===== src/rtl/aes_sub_bytes_seq.sv =====
// aes_sub_bytes_seq
// Sequential forward SubBytes engine for the AES encrypt round. One 128-bit
// state is accepted, its bytes are replaced with the FIPS-197 forward S-box
// LOOKUP_BYTES at a time, and the result is returned.
//
// Handshakes: a transfer happens on a rising clk edge where valid and ready
// are both high. valid, once raised by the producer, stays high with stable
// data until that edge; ready may be asserted independently of valid.
//
// Ports:
//   clk        system clock, rising edge
//   rst_n      synchronous reset, active-low
//   in_valid   in_state is valid
//   in_ready   block can accept a state (only in IDLE)
//   in_state   input state, byte 0 = [127:120], byte 15 = [7:0]
//   out_valid  out_state holds a completed result
//   out_ready  downstream accepts out_state
//   out_state  substituted state, same byte ordering
//   busy       high while substituting or holding a result
//   check_err  (only with AES_SUB_BYTES_SELFCHECK_EN) inverse-S-box check
//              failed somewhere in the presented result
//
// Optional feature macro: AES_SUB_BYTES_SELFCHECK_EN
module aes_sub_bytes_seq #(
    parameter int LOOKUP_BYTES = 1
) (
    input  logic         clk,
    input  logic         rst_n,
    input  logic         in_valid,
    output logic         in_ready,
    input  logic [127:0] in_state,
    output logic         out_valid,
    input  logic         out_ready,
    output logic [127:0] out_state,
    output logic         busy
`ifdef AES_SUB_BYTES_SELFCHECK_EN
    ,
    output logic         check_err
`endif
);

    localparam int NG = 16 / LOOKUP_BYTES;
    localparam int CW = (NG > 1) ? $clog2(NG) : 1;
    localparam logic [CW-1:0] LAST_GRP = CW'(NG - 1);

    if (!(LOOKUP_BYTES == 1 || LOOKUP_BYTES == 2 || LOOKUP_BYTES == 4 ||
          LOOKUP_BYTES == 8 || LOOKUP_BYTES == 16)) begin : g_bad_param
        $error("aes_sub_bytes_seq: LOOKUP_BYTES must be 1, 2, 4, 8 or 16");
    end

    typedef enum logic [1:0] {
        S_IDLE = 2'd0,
        S_SUB  = 2'd1,
        S_DONE = 2'd2
    } state_e;

    state_e         state_q;
    logic [CW-1:0]  cnt_q;
    logic [127:0]   work_q;
    logic [127:0]   work_d;
    logic           in_ready_q;
    logic           out_valid_q;
    logic [127:0]   out_state_q;
    logic           busy_q;

    // GF(2^8) arithmetic with the AES polynomial x^8+x^4+x^3+x+1.
    function automatic logic [7:0] xtime(input logic [7:0] a);
        return {a[6:0], 1'b0} ^ (a[7] ? 8'h1b : 8'h00);
    endfunction

    function automatic logic [7:0] gmul(input logic [7:0] a, input logic [7:0] b);
        logic [7:0] p;
        logic [7:0] t;
        p = 8'h00;
        t = a;
        for (int i = 0; i < 8; i++) begin
            if (b[i]) p = p ^ t;
            t = xtime(t);
        end
        return p;
    endfunction

    // Multiplicative inverse as x^254 (maps 0 to 0, as the S-box requires).
    function automatic logic [7:0] gf_inv(input logic [7:0] x);
        logic [7:0] sq;
        logic [7:0] acc;
        sq  = x;
        acc = 8'h01;
        for (int i = 1; i < 8; i++) begin
            sq  = gmul(sq, sq);
            acc = gmul(acc, sq);
        end
        return acc;
    endfunction

    function automatic logic [7:0] sbox(input logic [7:0] x);
        logic [7:0] b;
        b = gf_inv(x);
        return b ^ {b[6:0], b[7]} ^ {b[5:0], b[7:6]} ^ {b[4:0], b[7:5]}
                 ^ {b[3:0], b[7:4]} ^ 8'h63;
    endfunction

`ifdef AES_SUB_BYTES_SELFCHECK_EN
    function automatic logic [7:0] inv_sbox(input logic [7:0] y);
        logic [7:0] b;
        b = {y[6:0], y[7]} ^ {y[4:0], y[7:5]} ^ {y[1:0], y[7:2]} ^ 8'h05;
        return gf_inv(b);
    endfunction

    // Fault hook: normally zero; XORed into the first lookup of each group.
    logic [7:0] fault_mask;
    assign fault_mask = 8'h00;

    logic grp_err;
    logic err_q;
`endif

    // Substitute the current group; only the selected bytes change.
    logic [7:0] orig_b;
    logic [7:0] sub_b;
    int         byte_idx;

    always_comb begin
        work_d   = work_q;
        orig_b   = 8'h00;
        sub_b    = 8'h00;
        byte_idx = 0;
`ifdef AES_SUB_BYTES_SELFCHECK_EN
        grp_err  = 1'b0;
`endif
        for (int j = 0; j < LOOKUP_BYTES; j++) begin
            byte_idx = int'(cnt_q) * LOOKUP_BYTES + j;
            orig_b   = work_q[127 - 8*byte_idx -: 8];
            sub_b    = sbox(orig_b);
`ifdef AES_SUB_BYTES_SELFCHECK_EN
            if (j == 0) sub_b = sub_b ^ fault_mask;
            if (inv_sbox(sub_b) != orig_b) grp_err = 1'b1;
`endif
            work_d[127 - 8*byte_idx -: 8] = sub_b;
        end
    end

    always_ff @(posedge clk) begin
        if (!rst_n) begin
            state_q     <= S_IDLE;
            cnt_q       <= '0;
            work_q      <= '0;
            in_ready_q  <= 1'b1;
            out_valid_q <= 1'b0;
            out_state_q <= '0;
            busy_q      <= 1'b0;
`ifdef AES_SUB_BYTES_SELFCHECK_EN
            err_q       <= 1'b0;
`endif
        end else begin
            case (state_q)
                S_IDLE: begin
                    if (in_valid) begin
                        work_q     <= in_state;
                        cnt_q      <= '0;
                        state_q    <= S_SUB;
                        in_ready_q <= 1'b0;
                        busy_q     <= 1'b1;
`ifdef AES_SUB_BYTES_SELFCHECK_EN
                        err_q      <= 1'b0;
`endif
                    end
                end
                S_SUB: begin
                    work_q <= work_d;
`ifdef AES_SUB_BYTES_SELFCHECK_EN
                    if (grp_err) err_q <= 1'b1;
`endif
                    // Counter stops at the last group instead of wrapping.
                    if (cnt_q == LAST_GRP) begin
                        state_q     <= S_DONE;
                        out_valid_q <= 1'b1;
                        out_state_q <= work_d;
                    end else begin
                        cnt_q <= cnt_q + 1'b1;
                    end
                end
                S_DONE: begin
                    if (out_ready) begin
                        state_q     <= S_IDLE;
                        out_valid_q <= 1'b0;
                        busy_q      <= 1'b0;
                        in_ready_q  <= 1'b1;
                    end
                end
                default: begin
                    state_q <= S_IDLE;
                end
            endcase
        end
    end

    assign in_ready  = in_ready_q;
    assign out_valid = out_valid_q;
    assign out_state = out_state_q;
    assign busy      = busy_q;
`ifdef AES_SUB_BYTES_SELFCHECK_EN
    assign check_err = out_valid_q & err_q;
`endif

endmodule


===== config.mk =====
export PLATFORM = sky130hd
export DESIGN_NAME = aes_sub_bytes_seq
export DESIGN_NICKNAME = d
export VERILOG_FILES = /design/src/rtl/aes_sub_bytes_seq.sv
export SDC_FILE = /design/constraint.sdc
export NUM_CORES = 1
export LEC_CHECK = 0
export ABC_AREA = 1
export BUFFER_PORTS_ARGS = -buffer_cell sky130_fd_sc_hd__buf_4
export CAP_MARGIN = 10
export CORE_AREA = 2 2 256 258
export DETAILED_ROUTE_END_ITERATION = 10
export DIE_AREA = 0 0 258 260
export PLACE_DENSITY = 0.78
export SLEW_MARGIN = 20
export SYNTH_ARGS = -nofsm -noshare
export SYNTH_HDL_FRONTEND = slang
export SYNTH_SLANG_ARGS = --single-unit
export TNS_END_PERCENT = 5

===== constraint.sdc =====
create_clock -name clk -period 13.52 [get_ports clk]
set_input_delay 3.38 -clock clk [delete_from_list [all_inputs] [get_ports clk]]
set_output_delay 3.38 -clock clk [all_outputs]
set_load 0.01 [all_outputs]

# Yosys cells after proc, flatten, opt, wreduce, memory -nomap -nowiden
# Index checks and enable logic that the tools add are counted.
# totals
in_bits,132
regBits,265
# op_classes
eq_ne,7
bitwise_logic,194
n_reduce_logical,10
n_shift,3
muxes,221
add_sub_neg,3
# ops
op,count
$mux 8,105
$xor 8x8->8,95
$xor 8x5->8,91
$mux 5,92
$pmux 128 s2,1
$shift 8x33->135 const A,1
$shiftx 135x8->8,1
$shiftx 8x33->135,1
$bwmux 128,1
$mux 128,1
$neg 8->33,1
$mux 4,3
$reduce_and 3->1,4
$mux 2,4
$ne 2x2->1 const B,4
$pmux 4 s2,1
$sub 7x7->8 const A,1
$mux 7,1
$not 1->1 const A,7
$mux 1,6
$mux 6,1
$pmux 1 s2,3
$pmux 2 s3,1
$reduce_bool 2->1,3
8 further kinds,9

# Depth between registers and ports, before layout
# logic_depth
word_depth,137
depth_mapped,145

# Worst setup path before layout
# OpenSTA, ideal clock, no wires.
# synth_timing
path_kind,reg-to-reg
from,register cnt_q[0]
to,register work_q[66]
setup_ns,0.070
period_less_slack_ns,13.356
arrival_ns,13.286
setup_slack_ns,0.164
stages_incl_launch_ff,117
cell_sequence,dfxtp_1 > buf_6 > clkbuf_4 > nand2_1 > nand3_1 > nand2_1 > nand2_1 > nand2_1 > inv_2 > nand2_1 > buf_6 > buf_2 > ha_1 > inv_1 > nand2_1 > nand3_1 > nand2_1 > nor2_2 > [81 not listed] > nand2_1 > nand2_1 > nand2_1 > nand2_1 > inv_1 > nor2_1 > nand2_1 > nand2_1 > nand3_2 > nand2_2 > nand2_1 > nand2_2 > nand2_1 > nand2_1 > o21ai_1 > nand2_1 > nand2_1 > a21oi_1
# synth_via
elab_chain_len,134
elab_cells_between_ends,397
classes_between,add/sub (2); shift (3); mux (205); bitwise (187)
# synth_rtl
element,line_no,rtl
"start, declared",58,logic [CW-1:0] cnt_q;
"start signal, assigned",180,cnt_q <= cnt_q + 1'b1;
$sub 7x7->8 *,"133, 139",
$shiftx 135x8->8,133,orig_b = work_q[127 - 8*byte_idx -: 8];
$mux 5 (tied with other cells),68,"return {a[6:0], 1'b0} ^ (a[7] ? 8'h1b : 8'h00);"
$xor 8x5->8 or $xor 8x8->8 (tied branches),"68, 77",
$xor 8x8->8 or $mux 8 (tied branches),77,if (b[i]) p = p ^ t;
$mux 8 or $xor 8x8->8 (tied branches),77,
$xor 8x8->8 or $mux 8 (tied branches),77,
$mux 8 or $xor 8x8->8 (tied branches),77,
[116 not listed],n/a,
$xor 8x8->8,77,
$mux 8,77,
$xor 8x8->8 (3 in a row),99,"return b ^ {b[6:0], b[7]} ^ {b[5:0], b[7:6]} ^ {b[4:0], b[7:5]}"
$xor 8x8->8,100,"^ {b[3:0], b[7:4]} ^ 8'h63;"
$not 4->4 (no line),n/a,
$shiftx 8x33->135,139,work_d[127 - 8*byte_idx -: 8] = sub_b;
$bwmux 128 *,139,
$pmux 128 s2 *,156,case (state_q)
"end signal, assigned",159,work_q <= in_state;
"end signal, assigned",170,work_q <= work_d;
"end, declared",59,logic [127:0] work_q;
# Mark *: on every way between the ends. The rest lies on a longest branch, timed or not.
# A chain may end at the register's enable or synchronous reset.

# Worst setup path in the final report
# layout_timing
from,register cnt_q[0]
to,register work_q[73]
# The elaborated chain is that of the path after synthesis.

==> flow_metrics.py <==
metrics = {
    "sta": {
        "max_slew.worst_pin.slew_ns": 1.082,
        "min_period_ns": 13.15,
        "hold_slack_ns": 0.4654,
        "hold_violations": 0,
        "post-route-period-util_pct": 97.29,
        "rsz0062_at_grt": "true",
        "slew-limit-headroom_pct": 27.85,
        "slew_viol_final": 0,
        "fin_ws_ns": 0.3659,
        "clock.fmax_mhz": 76.02,
        "fin_worst_skew_ns": 0.03277,
        "setup_tns_ns": 0,
        "setup_viol": 0,
    },
    "layout": {
        "area_growth_pct": 36.08,
        "final_layout_size_suffix_gt1_share_pct": 29.57,
        "layout.nets": 7161,
    },
    "synthesis": {
        "synth_top_area_share_pct": 31.68,
        "synth_compound_area_share_pct": 7.755,
        "synthTopCellsByArea": "nand2_1 (32%), dfxtp_1 (16%), nand3_1 (11%)",
        "ys.warnings.count": 0,
        "synthFlopType": "dfxtp_1",
        "synth_edf_count": 0,
        "synth_top_family_by_area": "simple AND/OR/NAND/NOR gates",
        "synthXorXnorAreaFrac_pct": 7.653,
        "synthMuxAreaShare_pct": 0,
        "netlist_instances": 6335,
        "ys_ff_latch": 265,
        "async_reset_ff_share_pct": 0,
        "yosysMostFrequentCell": "nand2_1",
        "synth_area_per_cell_um2": 5.236,
        "synth_commonest_cells": "nand2_1 (2,800), nand3_1 (698), nor2_1 (578), inv_1 (487), a21oi_1 (274)",
        "syn_nets": 6480,
        "synth_simple_gate_area_share_pct": 56.91,
        "yosysTopAreaCell": "nand2_1",
        "yosysUniqueCellTypes": 51,
        "synthesis.area_um2": 33170,
        "synth_fa_ha_area_share_pct": 0.4903,
        "seq_area_frac_synth_pct": 15.99,
    },
    "critical_path": {
        "critical_path.max_stage_delay_ns": 0.38,
        "reg2reg_to": "work_q[73]$_SDFFE_PN0P_",
        "arrival_ns": 13.60,
        "cp_slowest_cell": "dfxtp_4",
        "crit_start": "cnt_q[0]$_SDFFE_PN0P_",
        "critPathRequiredTime_ns": 13.96,
        "critPathLaunchType": "flop",
        "path_class": "reg -> reg",
        "rr_startpoint": "cnt_q[0]$_SDFFE_PN0P_",
        "rr_worst_depth": 107,
        "r2r_slack_ns": 0.37,
        "worstSetupEndpointType": "flop",
        "cp_max_fo": 6,
        "cpMostUsedCell": "nand2_1",
        "crit_end": "work_q[73]$_SDFFE_PN0P_",
    },
    "detailed_routing": {
        "routed_wl_mm": 137.4,
        "final_antenna_net_count": 0,
        "num_vias": 44240,
        "via_per_inst": 5.606,
        "drcViolationCount": 0,
        "drt_iter0_drc": 5376,
        "detail_route.wl_per_cell_um": 17.42,
        "dr.pass1.iters": 8,
    },
    "clock_network": {
        "clk_pin_slew_worst_paths_ns": 0.07,
        "root_buffer": "clkbuf_16",
        "hold_buffers": 0,
        "clk_latency_ns": 0.60,
        "ctsHtreeMaxLevel": 1,
        "cts_max_path_buffers": 3,
        "cts_tree": "yes",
        "cts_buffers": 27,
        "cts_sinks": 265,
    },
    "min_path": {
        "hp-class": "reg -> reg",
    },
    "flow_run": {
        "maxCapViolCount": 0,
    },
    "floorplanning": {
        "io_pins": 263,
        "num_rows": 93,
        "die_x_um": 258,
        "core_region_area_um2": 64120,
        "start_util_pct": 51.74,
        "die-area_um2": 67080,
        "die_h_um": 260,
    },
    "global_routing": {
        "grt_usage_pct": 36.05,
        "grt_pass1_vias": 36880,
        "grt_max_degree": 174,
        "antenna_found_initial": 1,
        "grt_pass1_wl_mm": 197.4,
        "grt_overflow": 0,
    },
    "status": {
        "status": "finished, final reports clean",
    },
    "place": {
        "hpwl_mm": 97.91,
        "gp_congestion": 1.014,
        "post-place-ws_ns": -0.3780,
        "io_buffer_count": 262,
    },
}
-- cells by family (layout without fill, tap and decap cells) --
family / after synthesis / after routing
buffers and inverters: 864 / 1556
adder cells (fa/ha/maj): 13 / 13
flip-flops: 265 / 265
XOR/XNOR: 253 / 253
AO/OA/AOI/OAI: 500 / 500
other: 0 / 2
AND/OR/NAND/NOR: 4440 / 4448
-- flip-flops by register name, summed over array words and instances, names as in the netlist --
| name | count |
|---|---|
| in_ready | 1 |
| out_state | 128 |
| state_q | 2 |
| work_q | 128 |
| cnt_q | 4 |
| busy | 1 |
| out_valid | 1 |
-- critical path, delay by kind of cell, from the launching register on --
| family | cells | cell delay (ns) |
|---|---|---|
| AO/OA/AOI/OAI | 1 | 0.06 |
| XOR/XNOR | 12 | 2.39 |
| adder cells (fa/ha/maj) | 4 | 1.10 |
| buffers and inverters | 20 | 1.96 |
| flip-flops | 1 | 0.38 |
| AND/OR/NAND/NOR | 70 | 7.06 |
-- cell usage in the layout (no fill, tap or decap), drive strengths merged, types with 49 or more instances in the layout --
cell type / count
a21oi: 274
buf: 871
dfxtp: 265
inv: 620
nand2: 2981
nand3: 736
nand3b: 54
nand4: 49
nor2: 608
o21ai: 198
xnor2: 86
xor2: 167
-- area by class of cell --
class | count | area (um^2)
inverters | 629 | 2477
multi-input cells | 5214 | 28080
fillers | 5484 | 18980
clock inverters | 12 | 132.6
diodes | 2 | 5.005
flip-flops and latches | 265 | 5319
repair buffers | 877 | 7258
well taps | 855 | 1070
repair inverters | 2 | 28.78
clock buffers | 36 | 769.5
-- worst min-delay path by stage --
stage | cells past startpoint | slack (ns) | endpoint | from
floorplan | 2 | 0.44 | work_q[125]$_SDFFE_PN0P_ | work_q[125]$_SDFFE_PN0P_
global placement | 2 | 0.45 | work_q[107]$_SDFFE_PN0P_ | work_q[107]$_SDFFE_PN0P_
detailed placement | 2 | 0.46 | work_q[116]$_SDFFE_PN0P_ | work_q[116]$_SDFFE_PN0P_
CTS | 2 | 0.47 | work_q[116]$_SDFFE_PN0P_ | work_q[116]$_SDFFE_PN0P_
global route | 2 | 0.48 | work_q[15]$_SDFFE_PN0P_ | work_q[15]$_SDFFE_PN0P_
finish | 2 | 0.47 | work_q[20]$_SDFFE_PN0P_ | work_q[20]$_SDFFE_PN0P_
-- layer usage --
layer | track usage (%) | share of wire [%] | up-vias
met2 | 58.14 | 45 | 2497
met4 | 11.96 | 4.7 | 0
met1 | 48.88 | 39 | 20110
li1 | - | - | 21110
met5 | 0 | 0 | -
met3 | 5.819 | 10 | 518
-- timing repair --
item	CTS	global route
gates resized for setup	48	1060
pin swaps	8	314
setup endpoints to repair	256	256
cloned	1	16
buffers inserted	10	242
-- metrics by stage --
step,instance area (um^2),util [%],cells
finish,45140,70.40,7892
floorplan,33170,-,6335
CTS,38890,60.66,7632
global placement,37680,58.78,7573
detailed placement,37680,58.78,7573
global route,45140,70.40,7891
Power is left out: the tool's default activity adds up to more than one toggle a clock period on the data nets, which glitch-free logic cannot reach.
